--- src/rtl/muldiv_sequencer.sv ---
// Sequencer between EX and the shared multi-cycle M-extension unit.
// Ports: clk, rst (sync, active high); EX side ex_valid/ex_op/ex_a/ex_b,
//   flush, stall, result_valid, result; unit side md_start/md_op/md_a/
//   md_b, md_resp/md_result; timeout_err (sticky).
// Optional: MULDIV_RESULT_CACHE_EN adds a one-entry result cache.
module muldiv_sequencer #(
  parameter int TIMEOUT_CYCLES = 64,
  parameter int CNT_W          = 7
) (
  input  logic        clk,
  input  logic        rst,
  input  logic        ex_valid,
  input  logic [2:0]  ex_op,
  input  logic [31:0] ex_a,
  input  logic [31:0] ex_b,
  input  logic        flush,
  output logic        stall,
  output logic        result_valid,
  output logic [31:0] result,
  output logic        md_start,
  output logic [2:0]  md_op,
  output logic [31:0] md_a,
  output logic [31:0] md_b,
  input  logic        md_resp,
  input  logic [31:0] md_result,
  output logic        timeout_err
);

  typedef enum logic [1:0] {
    S_IDLE,
    S_BUSY,
    S_DONE,
    S_DRAIN
  } state_t;

  localparam logic [2:0] OP_DIV = 3'd4;
  localparam logic [2:0] OP_REM = 3'd6;

  state_t      r_state;
  state_t      w_state_nxt;
  logic        r_md_start;
  logic [2:0]  r_md_op;
  logic [31:0] r_md_a;
  logic [31:0] r_md_b;
  logic [31:0] r_result;
  logic        r_tmo;
  logic [CNT_W-1:0] r_cnt;

  logic        w_accept;
  logic        w_b_zero;
  logic        w_ovf;
  logic        w_is_div;
  logic        w_is_rem;
  logic        w_fast;
  logic [31:0] w_fast_val;
  logic        w_hit;
  logic [31:0] w_cval;
  logic        w_resp;
  logic [CNT_W-1:0] w_cnt_inc;
  logic        w_tmo;
  logic        w_start;
  logic        w_load;
  logic [31:0] w_res_nxt;
  logic        w_set_tmo;

  assign w_accept  = (r_state == S_IDLE) & ex_valid & ~flush;
  assign w_b_zero  = (ex_b == 32'h0);
  assign w_ovf     = (ex_a == 32'h8000_0000) & (ex_b == 32'hFFFF_FFFF);
  assign w_is_div  = ex_op[2] & ~ex_op[1];
  assign w_is_rem  = ex_op[2] & ex_op[1];
  // md_resp is meaningless while the start pulse is still out
  assign w_resp    = md_resp & ~r_md_start;
  assign w_cnt_inc = r_cnt + CNT_W'(1);
  assign w_tmo     = (w_cnt_inc == CNT_W'(TIMEOUT_CYCLES));

  // RISC-V defined results that never need the divider
  always_comb begin
    w_fast     = 1'b0;
    w_fast_val = 32'h0;
    unique case (1'b1)
      (w_is_div & w_b_zero): begin
        w_fast     = 1'b1;
        w_fast_val = 32'hFFFF_FFFF;
      end
      (w_is_rem & w_b_zero): begin
        w_fast     = 1'b1;
        w_fast_val = ex_a;
      end
      ((ex_op == OP_DIV) & w_ovf): begin
        w_fast     = 1'b1;
        w_fast_val = 32'h8000_0000;
      end
      ((ex_op == OP_REM) & w_ovf): begin
        w_fast     = 1'b1;
        w_fast_val = 32'h0;
      end
      default: ;
    endcase
  end

`ifdef MULDIV_RESULT_CACHE_EN
  logic [66:0] r_tag;
  logic [31:0] r_cval;
  logic        r_cvld;
  logic        r_tmo_done;
  logic        w_inval;

  assign w_hit   = r_cvld & (r_tag == {ex_op, ex_a, ex_b});
  assign w_cval  = r_cval;
  assign w_inval = w_set_tmo
                 | (flush & ((r_state == S_BUSY)
                           | (r_state == S_DRAIN)));

  // r_tmo_done marks a DONE entered by timeout; that zero is not cached
  always_ff @(posedge clk) begin
    if (rst) begin
      r_tag      <= '0;
      r_cval     <= '0;
      r_cvld     <= 1'b0;
      r_tmo_done <= 1'b0;
    end else begin
      r_tmo_done <= w_set_tmo;
      if (w_inval) begin
        r_cvld <= 1'b0;
      end else if ((r_state == S_DONE) & ~flush & ~r_tmo_done) begin
        r_cvld <= 1'b1;
        r_tag  <= {r_md_op, r_md_a, r_md_b};
        r_cval <= r_result;
      end
    end
  end
`else
  assign w_hit  = 1'b0;
  assign w_cval = 32'h0;
`endif

  always_comb begin
    w_state_nxt = r_state;
    w_start     = 1'b0;
    w_load      = 1'b0;
    w_res_nxt   = 32'h0;
    w_set_tmo   = 1'b0;
    unique case (r_state)
      S_IDLE: begin
        if (w_accept) begin
          if (w_fast) begin
            w_state_nxt = S_DONE;
            w_load      = 1'b1;
            w_res_nxt   = w_fast_val;
          end else if (w_hit) begin
            w_state_nxt = S_DONE;
            w_load      = 1'b1;
            w_res_nxt   = w_cval;
          end else begin
            w_state_nxt = S_BUSY;
            w_start     = 1'b1;
          end
        end
      end
      S_BUSY: begin
        if (w_resp & flush) begin
          w_state_nxt = S_IDLE;
        end else if (w_resp) begin
          w_state_nxt = S_DONE;
          w_load      = 1'b1;
          w_res_nxt   = md_result;
        end else if (w_tmo) begin
          w_set_tmo = 1'b1;
          if (flush) begin
            w_state_nxt = S_IDLE;
          end else begin
            w_state_nxt = S_DONE;
            w_load      = 1'b1;
          end
        end else if (flush) begin
          w_state_nxt = S_DRAIN;
        end
      end
      S_DONE: begin
        w_state_nxt = S_IDLE;
      end
      S_DRAIN: begin
        // unit cannot be aborted: wait it out, drop its result
        if (w_resp) begin
          w_state_nxt = S_IDLE;
        end else if (w_tmo) begin
          w_set_tmo   = 1'b1;
          w_state_nxt = S_IDLE;
        end
      end
      default: w_state_nxt = S_IDLE;
    endcase
  end

  always_ff @(posedge clk) begin
    if (rst) begin
      r_state    <= S_IDLE;
      r_md_start <= 1'b0;
      r_md_op    <= 3'h0;
      r_md_a     <= 32'h0;
      r_md_b     <= 32'h0;
      r_result   <= 32'h0;
      r_tmo      <= 1'b0;
      r_cnt      <= '0;
    end else begin
      r_state    <= w_state_nxt;
      r_md_start <= w_start;
      if (w_accept) begin
        r_md_op <= ex_op;
        r_md_a  <= ex_a;
        r_md_b  <= ex_b;
      end
      if (w_load) begin
        r_result <= w_res_nxt;
      end
      if (w_set_tmo) begin
        r_tmo <= 1'b1;
      end
      if ((r_state == S_BUSY) | (r_state == S_DRAIN)) begin
        r_cnt <= w_cnt_inc;
      end else begin
        r_cnt <= '0;
      end
    end
  end

  assign stall = ex_valid
               & ((~flush & (r_state != S_DONE))
                | (r_state == S_DRAIN));
  assign result_valid = (r_state == S_DONE) & ~flush;
  assign result       = r_result;
  assign md_start     = r_md_start;
  assign md_op        = r_md_op;
  assign md_a         = r_md_a;
  assign md_b         = r_md_b;
  assign timeout_err  = r_tmo;

endmodule

--- config.mk ---
export PLATFORM = sky130hd
export DESIGN_NAME = muldiv_sequencer
export DESIGN_NICKNAME = d
export VERILOG_FILES = /design/src/rtl/muldiv_sequencer.sv
export SDC_FILE = /design/constraint.sdc
export NUM_CORES = 1
export LEC_CHECK = 0
export CORE_MARGIN = 3
export CORE_UTILIZATION = 38
export CTS_BUF_LIST = sky130_fd_sc_hd__clkbuf_8
export CTS_CLUSTER_SIZE = 8
export DETAILED_ROUTE_END_ITERATION = 8
export GPL_ROUTABILITY_DRIVEN = 0
export GPL_TIMING_DRIVEN = 0
export PLACE_DENSITY = 0.78
export SYNTH_ARGS = -nofsm -noshare
export SYNTH_HDL_FRONTEND = slang
export SYNTH_SLANG_ARGS = --single-unit
--- constraint.sdc ---
create_clock -name clk -period 2.1 [get_ports clk]
set_input_delay 0.315 -clock clk [delete_from_list [all_inputs] [get_ports clk]]
set_output_delay 0.315 -clock clk [all_outputs]
set_load 0.005 [all_outputs]
==> results of run 1 <==
## per-stage QoR
stage	setup TNS (ps)	cell area (um^2)	setup WS [ps]	hold slack, ps
after global routing	-1530	7210	-73.0	243
after global placement	-51240	6680	-942	442
after CTS	0	7060	0.941	365
after detailed placement	-55770	6680	-1010	447
final	0	7210	13.4	242
after floorplan	0	4460	1.93	451
## power by group through the flow
stage	Combinational, mW	Sequential [mW]	Clock, mW
finish	0.663	2.20	1.31
global route	0.717	2.21	1.41
CTS	0.663	2.20	1.33
detailed placement	0.646	2.25	0
global placement	0.636	2.25	0
floorplan	0.185	2.25	0
## final cells by class
class	instances	area (um^2)	area share
clock buffer	11	151	0.0210
sequential	110	2210	0.307
buffer	42	201	0.0279
inverter	4	15.0	0.00208
multi-input combinational	419	2270	0.315
tap	140	175	0.0243
clock inverter	5	48.8	0.00676
timing repair buffer	209	2140	0.296
## worst register-to-register path: stages, from the launching register on
cell	delay (ps)
dfxtp_4	390
ha_4	170
xnor2_1	130
or4_4	430
o2bb2ai_4	150
o32a_1	200
buf_6	150
buf_6	150
nand3_1	90
a31oi_1	100
## state kept, by name, summed over array words and instances, names as in the netlist
| signal | cells |
|---|---|
| md_b | 32 |
| md_a | 32 |
| r_state | 2 |
| timeout_err | 1 |
| md_op | 3 |
| r_cnt | 7 |
| result | 32 |
| md_start | 1 |
## logic make-up (layout without fill, tap and decap cells)
logic type | after synthesis | in the layout | synth area share
compound gates | 143 | 143 | 0.176
xor+xnor | 5 | 5 | 0.00983
fa+ha+maj | 2 | 2 | 0.00562
buf+inv | 46 | 271 | 0.0413
flops | 110 | 110 | 0.494
simple gates | 269 | 269 | 0.273
## layer usage
metal	global-route usage	routed length, um	vias to the layer above
met3	0.0825	1750	24
met5	0	13	-
met4	0.0697	309	2
li1	-	-	2433
met1	0.305	6460	2391
met2	0.422	8280	242
## placed cells by master (no fill, tap or decap), types with 2 or more instances in the layout
master / n
a21oi_1: 71
a31oi_1: 32
and4_1: 2
buf_1: 2
buf_4: 4
buf_6: 3
clkbuf_1: 28
clkbuf_2: 7
clkbuf_8: 11
clkdlybuf4s50_1: 176
clkinv_2: 3
dfxtp_1: 104
dfxtp_2: 4
dfxtp_4: 2
dlygate4sd2_1: 5
dlymetal6s2s_1: 24
ha_4: 2
inv_1: 5
nand2_1: 169
nand2b_1: 4
nand3_1: 30
nand3_2: 7
nand4_1: 9
nor2_1: 11
nor3_1: 3
nor4_1: 5
nor4_2: 7
nor4_4: 3
o21ai_0: 33
or2_2: 2
or4_4: 2
xnor2_1: 3
xor2_1: 2
## timing repair
item | 4_1_cts | 5_1_grt
pin swaps | 11 | 20
buffers inserted | 3 | 1
endpoints found under the setup margin | 45 | 44
hold buffers | 0 | 0
resized for setup | 43 | 45
## synth_stat cells (4+ instances only)
| master | number |
|---|---|
| a21oi_1 | 71 |
| a31oi_1 | 32 |
| and4_1 | 4 |
| clkbuf_1 | 35 |
| dfxtp_1 | 110 |
| inv_1 | 4 |
| nand2_1 | 169 |
| nand2b_1 | 4 |
| nand3_1 | 36 |
| nand4_1 | 9 |
| nor2_1 | 13 |
| nor4_1 | 15 |
| o21ai_0 | 33 |
## worst max path at each step
stage / from / to / slack [ps] / cells past startpoint
2_1_floorplan: r_cnt[0]$_SDFF_PP0_ / result[27]$_SDFFE_PP0P_ / 2 / 9
3_3_place_gp: flush / result[27]$_SDFFE_PP0P_ / -940 / 7
3_5_place_dp: flush / result[23]$_SDFFE_PP0P_ / -1010 / 7
4_1_cts: ex_a[13] / result[31]$_SDFFE_PP0P_ / 0.9 / 8
5_1_grt: ex_b[10] / result[12]$_SDFFE_PP0P_ / -70 / 9
6_report: r_cnt[0]$_SDFF_PP0_ / result[23]$_SDFFE_PP0P_ / 10 / 9
==> results.sh, run 1 <==
export IMPL_status="complete, no violations"
export IMPL_grt_ovfl_total=0
export IMPL_dp_hpwl_mm=12.8
export IMPL_path_buf_inv=2
export IMPL_r2r_cells=9
export IMPL_postSynthCellCount=575
export IMPL_synth_area_leaders="dfxtp_1 49%, nand2_1 14%, a21oi_1 8.0%"
export IMPL_clock_latency_ps=370
export IMPL_vias_per_cell=5.42
export IMPL_drtIter0Drc=386
export IMPL_post_place_cells=920
export IMPL_avgSynthCellArea_um2=7.75
export IMPL_diodes=0
export IMPL_slowest_stage="or4_4"
export IMPL_clockBufferDepth=2
export IMPL_cp_max_fo=10
export IMPL_r2r_end="result[23]$_SDFFE_PP0P_"
export IMPL_drc_errors=0
export IMPL_required_ps=2340
export IMPL_comb_power_share=0.159
export IMPL_ir_worst_vdd_v=0.000342
export IMPL_numCtsBuffers=9
export IMPL_area_delta_synth_final_pct=61.9
export IMPL_grt_max_degree=17
export IMPL_cts_sinks=110
export IMPL_antenna_found_initial=1
export IMPL_r2r_start="r_cnt[0]$_SDFF_PP0_"
export IMPL_r2r_setup_slack_ps=10
export IMPL_finalCritPeriodShare=0.994
export IMPL_holdPathStages=3
export IMPL_ys_seq_elements=110
export IMPL_powerDensity_mw_per_mm2=579
export IMPL_synth_edf_count=0
export IMPL_core_mm2=0.0111
export IMPL_cp_end_kind="register"
export IMPL_fin_worst_skew_ps=12.2
export IMPL_vias=5092
export IMPL_slew_viol_final=0
export IMPL_synth_main_ff_cell="dfxtp_1"
export IMPL_max_freq_mhz=479
export IMPL_wire_per_inst_um=17.9
export IMPL_die_w_um=114
export IMPL_fillers=950
export IMPL_routed_wirelength_mm=16.8
export IMPL_critPathLaunchType="register"
export IMPL_finalPower_mw=4.17
export IMPL_slew_limit_headroom=0.634
export IMPL_p_clk_frac=0.314
export IMPL_finalSetupViolations=0
export IMPL_stdcell_count=940
export IMPL_io_pins=207
export IMPL_switching_share=0.251
export IMPL_arrival_ps=2330
export IMPL_synth_cell_type_count=40
export IMPL_cts_root_buf="clkbuf_8"
export IMPL_p_sw_mw=1.05
export IMPL_crit_path_cell_trace="ha_4 -> xnor2_1 -> or4_4 -> o2bb2ai_4 -> o32a_1 -> buf_6 -> buf_6 -> nand3_1 -> a31oi_1"
export IMPL_clk_pin_slew_worst_paths_ps=100
export IMPL_first_pass_iters=5
export IMPL_worst_slew_pin_slew_ps=549
export IMPL_syn_area_mm2=0.00446
export IMPL_path_delay_family="simple AND/OR/NAND/NOR gates"
export IMPL_finalHoldViolCount=0
export IMPL_die_area_mm2=0.0131
export IMPL_die_h_um=114
export IMPL_ys_async_sr_fraction=0
export IMPL_fin_util=0.648
export IMPL_min_path_type="input pin to register"
export IMPL_htreeDepth=3
export IMPL_rsz0062_at_grt="yes"
export IMPL_min_period_ps=2090
export IMPL_cts_tree="built"
export IMPL_synth_fp_nets=681
export IMPL_final_nets=901
export IMPL_port_buffers=205
export IMPL_yosysTopAreaCell="dfxtp_1"
export IMPL_max_stage_delay_ps=430
export IMPL_synth_seq_area_share=0.494
export IMPL_num_rows=38
export IMPL_grt_pass1_wl_mm=25.8
export IMPL_hp_start="ex_a[18]"
export IMPL_path_class="register to register"
export IMPL_initial_core_util=0.400
export IMPL_power_internal_mw=3.13
export IMPL_ant_nets=0
export IMPL_yosysWarnings=0
export IMPL_synth_top_area_frac=0.494
export IMPL_grt_pass1_vias=5020
export IMPL_leakagePower_nw=2.59
export IMPL_cap_violations=0
export IMPL_hold_end="md_a[18]$_SDFFE_PP0P_"
export IMPL_drive_gt1_frac=0.0875
export IMPL_grt_usage=0.250
export IMPL_cp_common_cell="buf_6"
export IMPL_seqPwrFrac=0.527
No activity file was read; power rests on OpenSTA's default activity.
==> inputs of run 2 (changes only) <==
--- a/config.mk
+++ b/config.mk
@@ -6,13 +6,12 @@
 export NUM_CORES = 1
 export LEC_CHECK = 0
 export CORE_MARGIN = 3
-export CORE_UTILIZATION = 38
-export CTS_BUF_LIST = sky130_fd_sc_hd__clkbuf_8
+export CORE_UTILIZATION = 37
 export CTS_CLUSTER_SIZE = 8
 export DETAILED_ROUTE_END_ITERATION = 8
 export GPL_ROUTABILITY_DRIVEN = 0
 export GPL_TIMING_DRIVEN = 0
-export PLACE_DENSITY = 0.78
+export PLACE_DENSITY = 0.76
 export SYNTH_ARGS = -nofsm -noshare
 export SYNTH_HDL_FRONTEND = slang
 export SYNTH_SLANG_ARGS = --single-unit
==> results.sh, run 2 (same netlist as run 1, synthesis figures left out) <==
export IMPL_final_nets=910
export IMPL_highest_layer="met4"
export IMPL_met3_length_mm=1.52
export IMPL_ir_worst_vdd_v=0.000376
export IMPL_path_class="register to register"
export IMPL_drive_gt1_frac=0.112
export IMPL_drc_errors=0
export IMPL_powerDensity_mw_per_mm2=609
export IMPL_port_buffers=205
export IMPL_cts_sinks=110
export IMPL_cts_root_buf="clkbuf_16"
export IMPL_die_h_um=116
export IMPL_wl_met1_mm=7.14
export IMPL_grt_pass1_vias=5048
export IMPL_place_ws_ps=-923
export IMPL_core_mm2=0.0116
export IMPL_diodes=0
export IMPL_clock_latency_ps=340
export IMPL_num_rows=39
export IMPL_grt_pass1_wl_mm=26.1
export IMPL_cp_max_fo=10
export IMPL_dp_hpwl_mm=13.0
export IMPL_clk_pin_slew_worst_paths_ps=70
export IMPL_dpl_cell_area_mm2=0.00669
export IMPL_fin_worst_skew_ps=9.45
export IMPL_violations="negative setup slack"
export IMPL_wire_per_inst_um=18.4
export IMPL_final_cell_mix="182 x clkdlybuf4s50_1, 168 x nand2_1, 106 x dfxtp_1"
export IMPL_ant_nets=0
export IMPL_htreeDepth=3
export IMPL_cap_violations=0
export IMPL_holdPathStages=3
export IMPL_critPathLaunchType="register"
export IMPL_dr_wl_met2_mm=8.38
export IMPL_rsz0062_at_grt="yes"
export IMPL_drtIter0Drc=450
export IMPL_antenna_found_initial=0
export IMPL_finalSetupViolations=29
export IMPL_die_area_mm2=0.0134
export IMPL_arrival_ps=2350
export IMPL_vias=5239
export IMPL_grt_max_degree=18
export IMPL_cts_tree="built"
export IMPL_finalHoldViolCount=0
export IMPL_area_delta_synth_final_pct=65.8
export IMPL_whs_ps=284
export IMPL_min_period_ps=2150
export IMPL_min_path_type="input pin to register"
export IMPL_setup_slack_ps=-48.5
export IMPL_leakagePower_nw=2.57
export IMPL_r2r_cells=8
export IMPL_fin_area_mm2=0.00739
export IMPL_cp_end_kind="register"
export IMPL_slew_limit_headroom=0.496
export IMPL_required_ps=2300
export IMPL_initial_core_util=0.384
export IMPL_vias_per_cell=5.50
export IMPL_numCtsBuffers=9
export IMPL_hold_buffers=0
export IMPL_first_pass_iters=6
export IMPL_finalCritPeriodShare=1.02
export IMPL_grt_usage=0.249
export IMPL_worst_slew_pin_slew_ps=748
export IMPL_io_pins=207
export IMPL_status="complete, but fails checks"
export IMPL_slew_viol_final=0
export IMPL_clockBufferDepth=2
export IMPL_die_w_um=116
export IMPL_routed_wirelength_mm=17.5
export IMPL_max_freq_mhz=465
export IMPL_final_common_cell="clkdlybuf4s50_1"
export IMPL_grt_ovfl_total=0
run 2: changes by cell type in the layout (fill, tap and decap cells not counted), moves of 3 or more:
cell	before	now
clkinv_2	3	0
clkbuf_2	7	11
nand3_1	30	23
clkbuf_8	11	1
clkdlybuf4s50_1	176	182
clkbuf_16	0	10
dlygate4sd2_1	5	13
clkinvlp_4	0	3
dlymetal6s2s_1	24	10
nand3_2	7	13
clkbuf_1	28	25
buf_4	4	11
run 2: final cells by class:
class | count | area (um^2)
Fill cell | 1002 | 4230
Multi-Input combinational cell | 419 | 2310
Sequential cell | 110 | 2210
Timing Repair Buffer | 218 | 2180
Clock buffer | 12 | 246
Buffer | 42 | 216
Tap cell | 143 | 179
Clock inverter | 4 | 31.3
Inverter | 4 | 15.0
run 2: critical path, cell delays in order (launching register included):
cell and delay, ps:
dfxtp_4 380, ha_4 180, nor4_1 670, o2bb2ai_4 110, o32a_1 190, buf_6 150
buf_8 150, nand3_1 80, a31oi_1 90
run 2: final timing paths:
check | start | end | slack [ps]
setup / recovery | r_cnt[1]$_SDFF_PP0_ | result[30]$_SDFFE_PP0P_ | -50
hold / removal | ex_b[15] | md_b[15]$_SDFFE_PP0P_ | 280
setup reg to reg | r_cnt[1]$_SDFF_PP0_ | result[30]$_SDFFE_PP0P_ | -50
hold reg to reg | md_a[23]$_SDFFE_PP0P_ | md_a[23]$_SDFFE_PP0P_ | 460
run 2: power breakdown:
part	switching, mW	internal [mW]
Combinational	0.311	0.364
Clock	0.778	0.844
Sequential	0.0457	2.16
run 2: repair_timing:
item | CTS | global route
endpoints found under the setup margin | 45 | 59
buffers inserted | 9 | 3
pin swaps | 9 | 22
gates resized for setup | 55 | 50
cloned | 0 | 1
run 2: routing by layer:
| layer | up-vias | global-route usage |
|---|---|---|
| met5 | - | 0 |
| met4 | 0 | 0.0843 |
| met3 | 38 | 0.0548 |
| met2 | 287 | 0.405 |
| met1 | 2458 | 0.329 |
| li1 | 2456 | - |
run 2: stage by stage:
stage	util	instances	total power [mW]	TNS (ps)
after CTS	0.619	948	4.50	-12.6
after floorplan	-	575	2.44	0
after global routing	0.636	952	4.67	-1030
after detailed placement	0.576	923	2.90	-49290
final	0.636	952	4.50	-686
after global placement	0.576	923	2.89	-53460
